$ cat src/rtl/fetch_stage.sv
// fetch_stage: instruction-fetch stage of the multi-cycle MIPS CPU.
//
// Holds the PC and drives it as the instruction-ROM address. When the controller
// raises IF_valid, the stage waits MEM_LATENCY cycles for the synchronous ROM, captures
// the returned word, and raises IF_over with {pc, inst_r} on IF_ID_bus. A next_fetch
// pulse advances the PC (sequential or to the decode-stage jump/branch target) and
// returns the stage to idle.
//
// Parameters:
//   STARTADDR    PC value loaded on reset.
//   MEM_LATENCY  cycles from a stable inst_addr to valid inst data (1..4).
//
// Ports:
//   clk         system clock, rising edge
//   reset       synchronous active-high reset
//   IF_valid    fetch enable from the controller (level)
//   next_fetch  one-cycle pulse: advance the PC
//   jbr_bus     {jbr_taken, jbr_target[31:0]} from decode
//   inst_addr   instruction-ROM address (= pc)
//   inst        instruction-ROM read data
//   IF_over     fetch complete, IF_ID_bus valid
//   IF_ID_bus   {pc, inst_r}
//   IF_pc       current PC (display)
//   IF_inst     captured instruction (display)
//   IF_adel     address-error flag, only when IF_ADDR_CHECK_EN is defined
//
// Optional feature macro: IF_ADDR_CHECK_EN. When defined, a fetch from a misaligned
// PC captures a NOP and raises IF_adel instead of using the ROM data.

module fetch_stage #(
    parameter logic [31:0] STARTADDR   = 32'h0000_0000,
    parameter int unsigned MEM_LATENCY = 1
) (
    input  logic        clk,
    input  logic        reset,
    input  logic        IF_valid,
    input  logic        next_fetch,
    input  logic [32:0] jbr_bus,
    output logic [31:0] inst_addr,
    input  logic [31:0] inst,
    output logic        IF_over,
    output logic [63:0] IF_ID_bus,
    output logic [31:0] IF_pc,
    output logic [31:0] IF_inst
`ifdef IF_ADDR_CHECK_EN
    ,
    output logic        IF_adel
`endif
);

    localparam logic [1:0] IDLE = 2'd0;
    localparam logic [1:0] WAIT = 2'd1;
    localparam logic [1:0] DONE = 2'd2;

    // Last WAIT count before capture; cnt is wide enough for latencies up to 4.
    localparam logic [1:0] CNT_LAST = 2'(MEM_LATENCY - 1);

    logic [31:0] pc;
    logic [31:0] inst_r;
    logic [1:0]  state;
    logic [1:0]  cnt;

    logic        jbr_taken;
    logic [31:0] jbr_target;

    assign jbr_taken  = jbr_bus[32];
    assign jbr_target = jbr_bus[31:0];

`ifdef IF_ADDR_CHECK_EN
    logic adel;
`endif

    always_ff @(posedge clk) begin
        if (reset) begin
            pc     <= STARTADDR;
            inst_r <= 32'd0;
            state  <= IDLE;
            cnt    <= 2'd0;
`ifdef IF_ADDR_CHECK_EN
            adel   <= 1'b0;
`endif
        end else if (next_fetch) begin
            // next_fetch overrides any fetch in progress, including one requested
            // in this same cycle; pc + 4 wraps naturally at 32 bits.
            pc    <= jbr_taken ? jbr_target : pc + 32'd4;
            state <= IDLE;
        end else begin
            case (state)
                IDLE: begin
                    if (IF_valid) begin
                        state <= WAIT;
                        cnt   <= 2'd0;
                    end
                end
                WAIT: begin
                    if (!IF_valid) begin
                        // Aborted fetch: inst_r keeps its old value.
                        state <= IDLE;
                    end else if (cnt == CNT_LAST) begin
`ifdef IF_ADDR_CHECK_EN
                        if (pc[1:0] != 2'b00) begin
                            inst_r <= 32'd0;
                            adel   <= 1'b1;
                        end else begin
                            inst_r <= inst;
                            adel   <= 1'b0;
                        end
`else
                        inst_r <= inst;
`endif
                        state <= DONE;
                    end else begin
                        cnt <= cnt + 2'd1;
                    end
                end
                DONE: begin
                    if (!IF_valid) begin
                        state <= IDLE;
                    end
                end
                default: begin
                    state <= IDLE;
                end
            endcase
        end
    end

    assign inst_addr = pc;
    assign IF_over   = (state == DONE);
    assign IF_ID_bus = {pc, inst_r};
    assign IF_pc     = pc;
    assign IF_inst   = inst_r;

`ifdef IF_ADDR_CHECK_EN
    assign IF_adel = adel;
`endif

endmodule

$ cat config.mk
export PLATFORM = sky130hd
export DESIGN_NAME = fetch_stage
export DESIGN_NICKNAME = d
export VERILOG_FILES = /design/src/rtl/fetch_stage.sv
export SDC_FILE = /design/constraint.sdc
export NUM_CORES = 1
export LEC_CHECK = 0
export ABC_AREA = 0
export CELL_PAD_IN_SITES_DETAIL_PLACEMENT = 1
export CELL_PAD_IN_SITES_GLOBAL_PLACEMENT = 1
export CORE_UTILIZATION = 24
export CTS_CLUSTER_SIZE = 8
export DETAILED_ROUTE_END_ITERATION = 12
export PLACE_DENSITY = 0.76
export SYNTH_ARGS = -nofsm -noshare
export SYNTH_HDL_FRONTEND = slang
export SYNTH_SLANG_ARGS = --single-unit
$ cat constraint.sdc
create_clock -name clk -period 1.9 [get_ports clk]
set_clock_uncertainty 0.15 [all_clocks]
set_input_delay 0.57 -clock clk [delete_from_list [all_inputs] [get_ports clk]]
set_output_delay 0.57 -clock clk [all_outputs]
set_load 0.1 [all_outputs]
== Word level (Yosys, flattened, before mapping) ==
Cells that the tools add are included.

* Bits in writable memories: 0
* Bits in read-only memories: 0
* Register bits after elaboration: 68
* Output and inout bits: 161
* Latch bits: 0
* Memories: 0
* Logic and storage cells: 31

* $add $sub $neg: 2
* Divide/modulo/power cells: 0
* Reductions and logical operators: 7
* Equality and inequality tests: 7
* Bitwise gates (word level): 1
* Magnitude comparators: 0
* $mul: 0
* Shift-type cells: 0
* Muxes and demuxes: 10

{| class="wikitable"
|+ Operator list
! kind !! number
|-
| 32-bit by 3-bit adder with 32-bit output (second input constant) || 1
|-
| 32-bit 2-to-1 mux || 1
|-
| 2-bit 2-to-1 mux || 7
|-
| 2-bit inequality test (second input constant) || 4
|-
| 2-bit case mux with 3 select lines || 1
|-
| 5-bit AND reduction || 1
|-
| 2-bit zero test || 2
|-
| 2-bit case mux with 2 select lines || 1
|-
| 4-bit AND reduction || 1
|-
| 3-bit inequality test (second input constant) || 1
|-
| 3-bit AND reduction || 1
|-
| 2-bit by 1-bit adder with 2-bit output (second input constant) || 1
|-
| 2-bit by 1-bit == test with 1-bit output (second input constant) || 1
|-
| 2-bit == test (second input constant) || 1
|-
| 2-bit nonzero test || 1
|-
| 2-bit OR reduction || 1
|-
| 1-bit inverter || 1
|}

== Depth between registers and ports, before layout ==
* Word-level depth: 4
* Mapped depth: 8

== Worst setup path after synthesis ==
OpenSTA, ideal clock, no wires.

* Path type: register to register
* Start point: register pc[2], in the netlist IF_pc[2]
* End point: register pc[16], in the netlist IF_pc[16]
* Arrival: 2.536 ns
* Clock period less this slack: 2.761 ns
* Data required time: 1.676 ns
* Stages on the path, launching flop included: 7
* Setup slack: -0.861 ns
* Cells stage by stage: dfxtp_1 > ha_1 > nand4_1 > nor3_1 > nand3_1 > or3_1 > a31oi_1

* Longest elaborated chain between the ends: 2

{| class="wikitable"
|+ RTL lines
! item !! RTL line !! source
|-
| start, declared || 58 || <nowiki>logic [31:0] pc;</nowiki>
|-
| start signal, assigned || 85 || <nowiki>pc <= jbr_taken ? jbr_target : pc + 32'd4;</nowiki>
|-
| 32-bit by 3-bit adder with 32-bit output || 85 ||
|-
| 32-bit 2-to-1 mux || 85 ||
|}

No other way between the ends.
A chain may end at the register's enable or synchronous reset.

== Worst setup path in the final report ==
* Start point: input port IF_valid
* End point: register inst_r[12], in the netlist IF_inst[12]

* Longest elaborated chain between the ends: 1

{| class="wikitable"
|+ RTL lines
! item !! RTL line !! source
|-
| start, declared || 36 || <nowiki>input logic IF_valid,</nowiki>
|-
| 4-bit AND reduction (no source line) || -- ||
|-
| end signal, assigned || 109 || <nowiki>inst_r <= inst;</nowiki>
|-
| end, declared || 59 || <nowiki>logic [31:0] inst_r;</nowiki>
|}

No other way between the ends.

==> flow_summary_export.csv <==
group,metric,value,unit
floorplan,die_h,131,um
worst_setup_path,path_delay_family,"buffers and inverters",
power,powerDensity,640,mW/mm^2
worst_setup_path,worstReg2RegEnd,"IF_pc[16]",
synthesis,syn_nets,595,
power,irDropWorstVdd,0.000415,V
synthesis,yosysSeqAreaShare,34.2,%
synthesis,netlist_area,0.00398,mm^2
drt,route.met3.wl,1120,um
clock_tree,cts_made_buffers,9,
drt,vias,4414,
drt,drc_errors,0,
worst_setup_path,slowest_delay,0.48,ns
worst_setup_path,cp_num_buf_inv,2,
timing,setup_violations,0,
finish,stdcell_count,905,
timing,slew_headroom,74.5,%
worst_setup_path,cp_max_fo,32,
worst_setup_path,r2r_cells,7,
hold_path,holdPathStages,2,
floorplan,ios,230,
floorplan,rows,46,
finish,seqCellArea,0.00151,mm^2
placed_design,placedInstanceArea,0.00792,mm^2
finish,stdcell_area,0.00826,mm^2
worst_setup_path,cp-start-kind,"primary input",
grt,grt_max_degree,49,
clock_tree,cts_buffer_depth,2,
timing,hold_viol,0,
grt,grt-ovfl-total,0,
timing,min_period,1.85,ns
clock_tree,holdBufCountCts,0,
synthesis,synth_flop_cell,"dfxtp_1",
placed_design,dp_hpwl,12800,um
floorplan,die-area,0.0171,mm^2
clock_tree,insertion_delay,0.34,ns
run,max_cap_viol_count,0,
clock_tree,cts_max_level,3,
drt,drtIter0Drc,165,
worst_setup_path,critPathRequiredTime,2.00,ns
timing,fin_crit_sh,97.1,%
worst_setup_path,critPathKind,"in2reg",
placed_design,routabilityCongestion,0.799,
hold_path,min_from,"IF_inst[17]",
synthesis,synth-seq-cells,68,
synthesis,yosys.cell_types.count,41,
worst_setup_path,regToRegSetupSlack,0.10,ns
finish,antenna_cells,0,
finish,multi_input_area,0.00185,mm^2
floorplan,core,0.0161,mm^2
clock_tree,tritoncts,"built",
grt,grt_pass1_wl,24700,um
placed_design,placed_cells,887,
timing,worst_slew_pin_slew,0.380,ns
synthesis,avgSynthCellArea,7.60,um^2
drt,wl_met1,5930,um
synthesis,synthCells,524,
worst_setup_path,worstSetupEndpointType,"flop",
clock_tree,clk_pin_slew,0.06,ns
outcome,status,"finished clean",
synthesis,synth-edff-count,0,
worst_setup_path,crit_chain,"clkdlybuf4s50_1 -> nor3b_2 -> nor2b_2 -> buf_12 -> nand2_1 -> a21oi_1",
floorplan,initial_core_util,24.8,%
drt,dr_wl_met2,8810,um
hold_path,whs_endpoint,"IF_inst[17]",
clock_tree,cts.sinks,68,
drt,ant_nets,0,
finish,nets,755,
grt,grt_pass1_vias,4771,
worst_setup_path,arrival,1.95,ns
finish,layout_common_cells,"buf_12 (166), nand2_1 (87), clkdlybuf4s50_1 (65)",
finish,fill_cells,1691,
finish,layout_commonest_cell,"buf_12",
drt,wl_per_cell,17.9,um
drt,dr.pass1.iters,4,
drt,highest_layer,"met5",
worst_setup_path,rr_startpoint,"IF_pc[2]",
power,report.power.total,5.29,mW
grt,grt_usage,19.0,%
timing,slew_viol_final,0,
finish,drive_gt1_share,44.7,%
grt,antenna_found_initial,1,
worst_setup_path,cp_slowest_cell,"clkdlybuf4s50_1",
drt,wirelength,16200,um
synthesis,ys.warnings.count,0,
finish,areaGrowthSynthToFinish,108,%
timing,tns,0,ns
drt,via_per_inst,4.88,
hold_path,hold_path_class,"reg2reg",
power,leakage,3.10,nW
synthesis,ys_async_sr_fraction,0,%
timing,fmax,0.542,GHz
placed_design,portBuffers,229,
clock_tree,clock-root-buffer,"clkbuf_16",
floorplan,die_width,131,um
-- per-layer routing --
metal	vias to the layer above	GRT usage [%]
li1	2054	-
met1	2169	19.8
met2	164	35.7
met3	25	5.25
met4	2	7.71
met5	-	0
-- power breakdown --
part           switching [mW]  leakage (nW)  internal [mW]
Sequential              0.116         0.590           1.47
Clock                   0.674         0.156           1.04
Combinational            1.26          2.35          0.734
Total                    2.05          3.10           3.24
-- logic make-up (layout without fill, tap and decap cells) --
logic type / count (synthesis) / count (layout) / share of synthesized area [%]
XOR/XNOR: 3 / 3 / 0.660
AO/OA/AOI/OAI: 129 / 129 / 19.3
buffers and inverters: 131 / 296 / 21.6
adder cells (fa/ha/maj): 2 / 2 / 0.629
multiplexers: 3 / 3 / 0.755
AND/OR/NAND/NOR: 188 / 188 / 22.9
flip-flops: 68 / 68 / 34.2
-- tightest hold or removal path: cells and delay by family, from the launching register on --
family,cells,cell delay (ns)
flops,1,0.35
simple gates,1,0.06
compound gates,1,0.05
-- through the flow --
stage	setup slack, ns	hold WS [ns]	utilization, %
after detailed placement	-0.484	0.350	49.3
final	0.0542	0.356	51.4
after global placement	-0.355	0.315	49.3
after floorplan	-0.0549	0.304	-
after CTS	0.00213	0.358	51.2
after global routing	-0.0117	0.385	51.4
-- synthesized netlist by cell type, types with 3 or more instances --
library cell   n  area share, %
a31oi_1       15            2.4
mux2i_1        3           0.75
inv_1          3           0.28
or3_1          3           0.47
a32o_1         3           0.75
nor2_1        31            2.9
nand3_1       25            3.1
xor2_1         3           0.66
a22o_1         3           0.66
dfxtp_1       68             34
buf_4         96             18
a21oi_1       60            7.5
o22ai_1        4           0.63
o31ai_1        3           0.57
nor3_1         4           0.50
clkbuf_1      25            2.4
a211oi_1       6            1.1
buf_2          5           0.63
a22oi_1        9            1.7
nor3b_1        4           0.75
nand2_1       88            8.3
a21o_1         3           0.57
and3_1         9            1.4
and4_1         6            1.3
o21ai_0       17            2.1
nand4_1        6           0.94
-- how the worst max path moves through the flow --
stage / cells past startpoint / end / from / slack (ns)
after floorplan: 6 / IF_pc[31] / IF_pc[4] / -0.05
after global placement: 6 / IF_inst[25] / next_fetch / -0.35
after detailed placement: 6 / IF_inst[12] / next_fetch / -0.48
after CTS: 2 / IF_over / state[1] / 0.002
after global routing: 7 / IF_pc[10] / IF_pc[2] / -0.01
final: 6 / IF_inst[12] / IF_valid / 0.05
-- area by class of cell --
| type | count | area share, % |
|---|---|---|
| inverter | 5 | 0.242 |
| timing repair buffer | 275 | 52.1 |
| multi-input combinational | 325 | 22.4 |
| sequential | 68 | 18.2 |
| clock inverter | 5 | 0.364 |
| clock buffer | 11 | 3.33 |
| tap | 216 | 3.27 |
-- repair_timing --
| item | 4_1_cts | 5_1_grt |
|---|---|---|
| pin swaps | 0 | 1 |
| endpoints found under the setup margin | 44 | 11 |
| resized for setup | 2 | 4 |
| setup buffers | 0 | 2 |
| cloned | 0 | 0 |
-- sequential cells by signal (all words and copies together), names as in the netlist --
| signal | flops |
|---|---|
| IF_inst | 32 |
| state | 2 |
| cnt | 2 |
| IF_pc | 32 |
(Power assumes the default switching activity.)
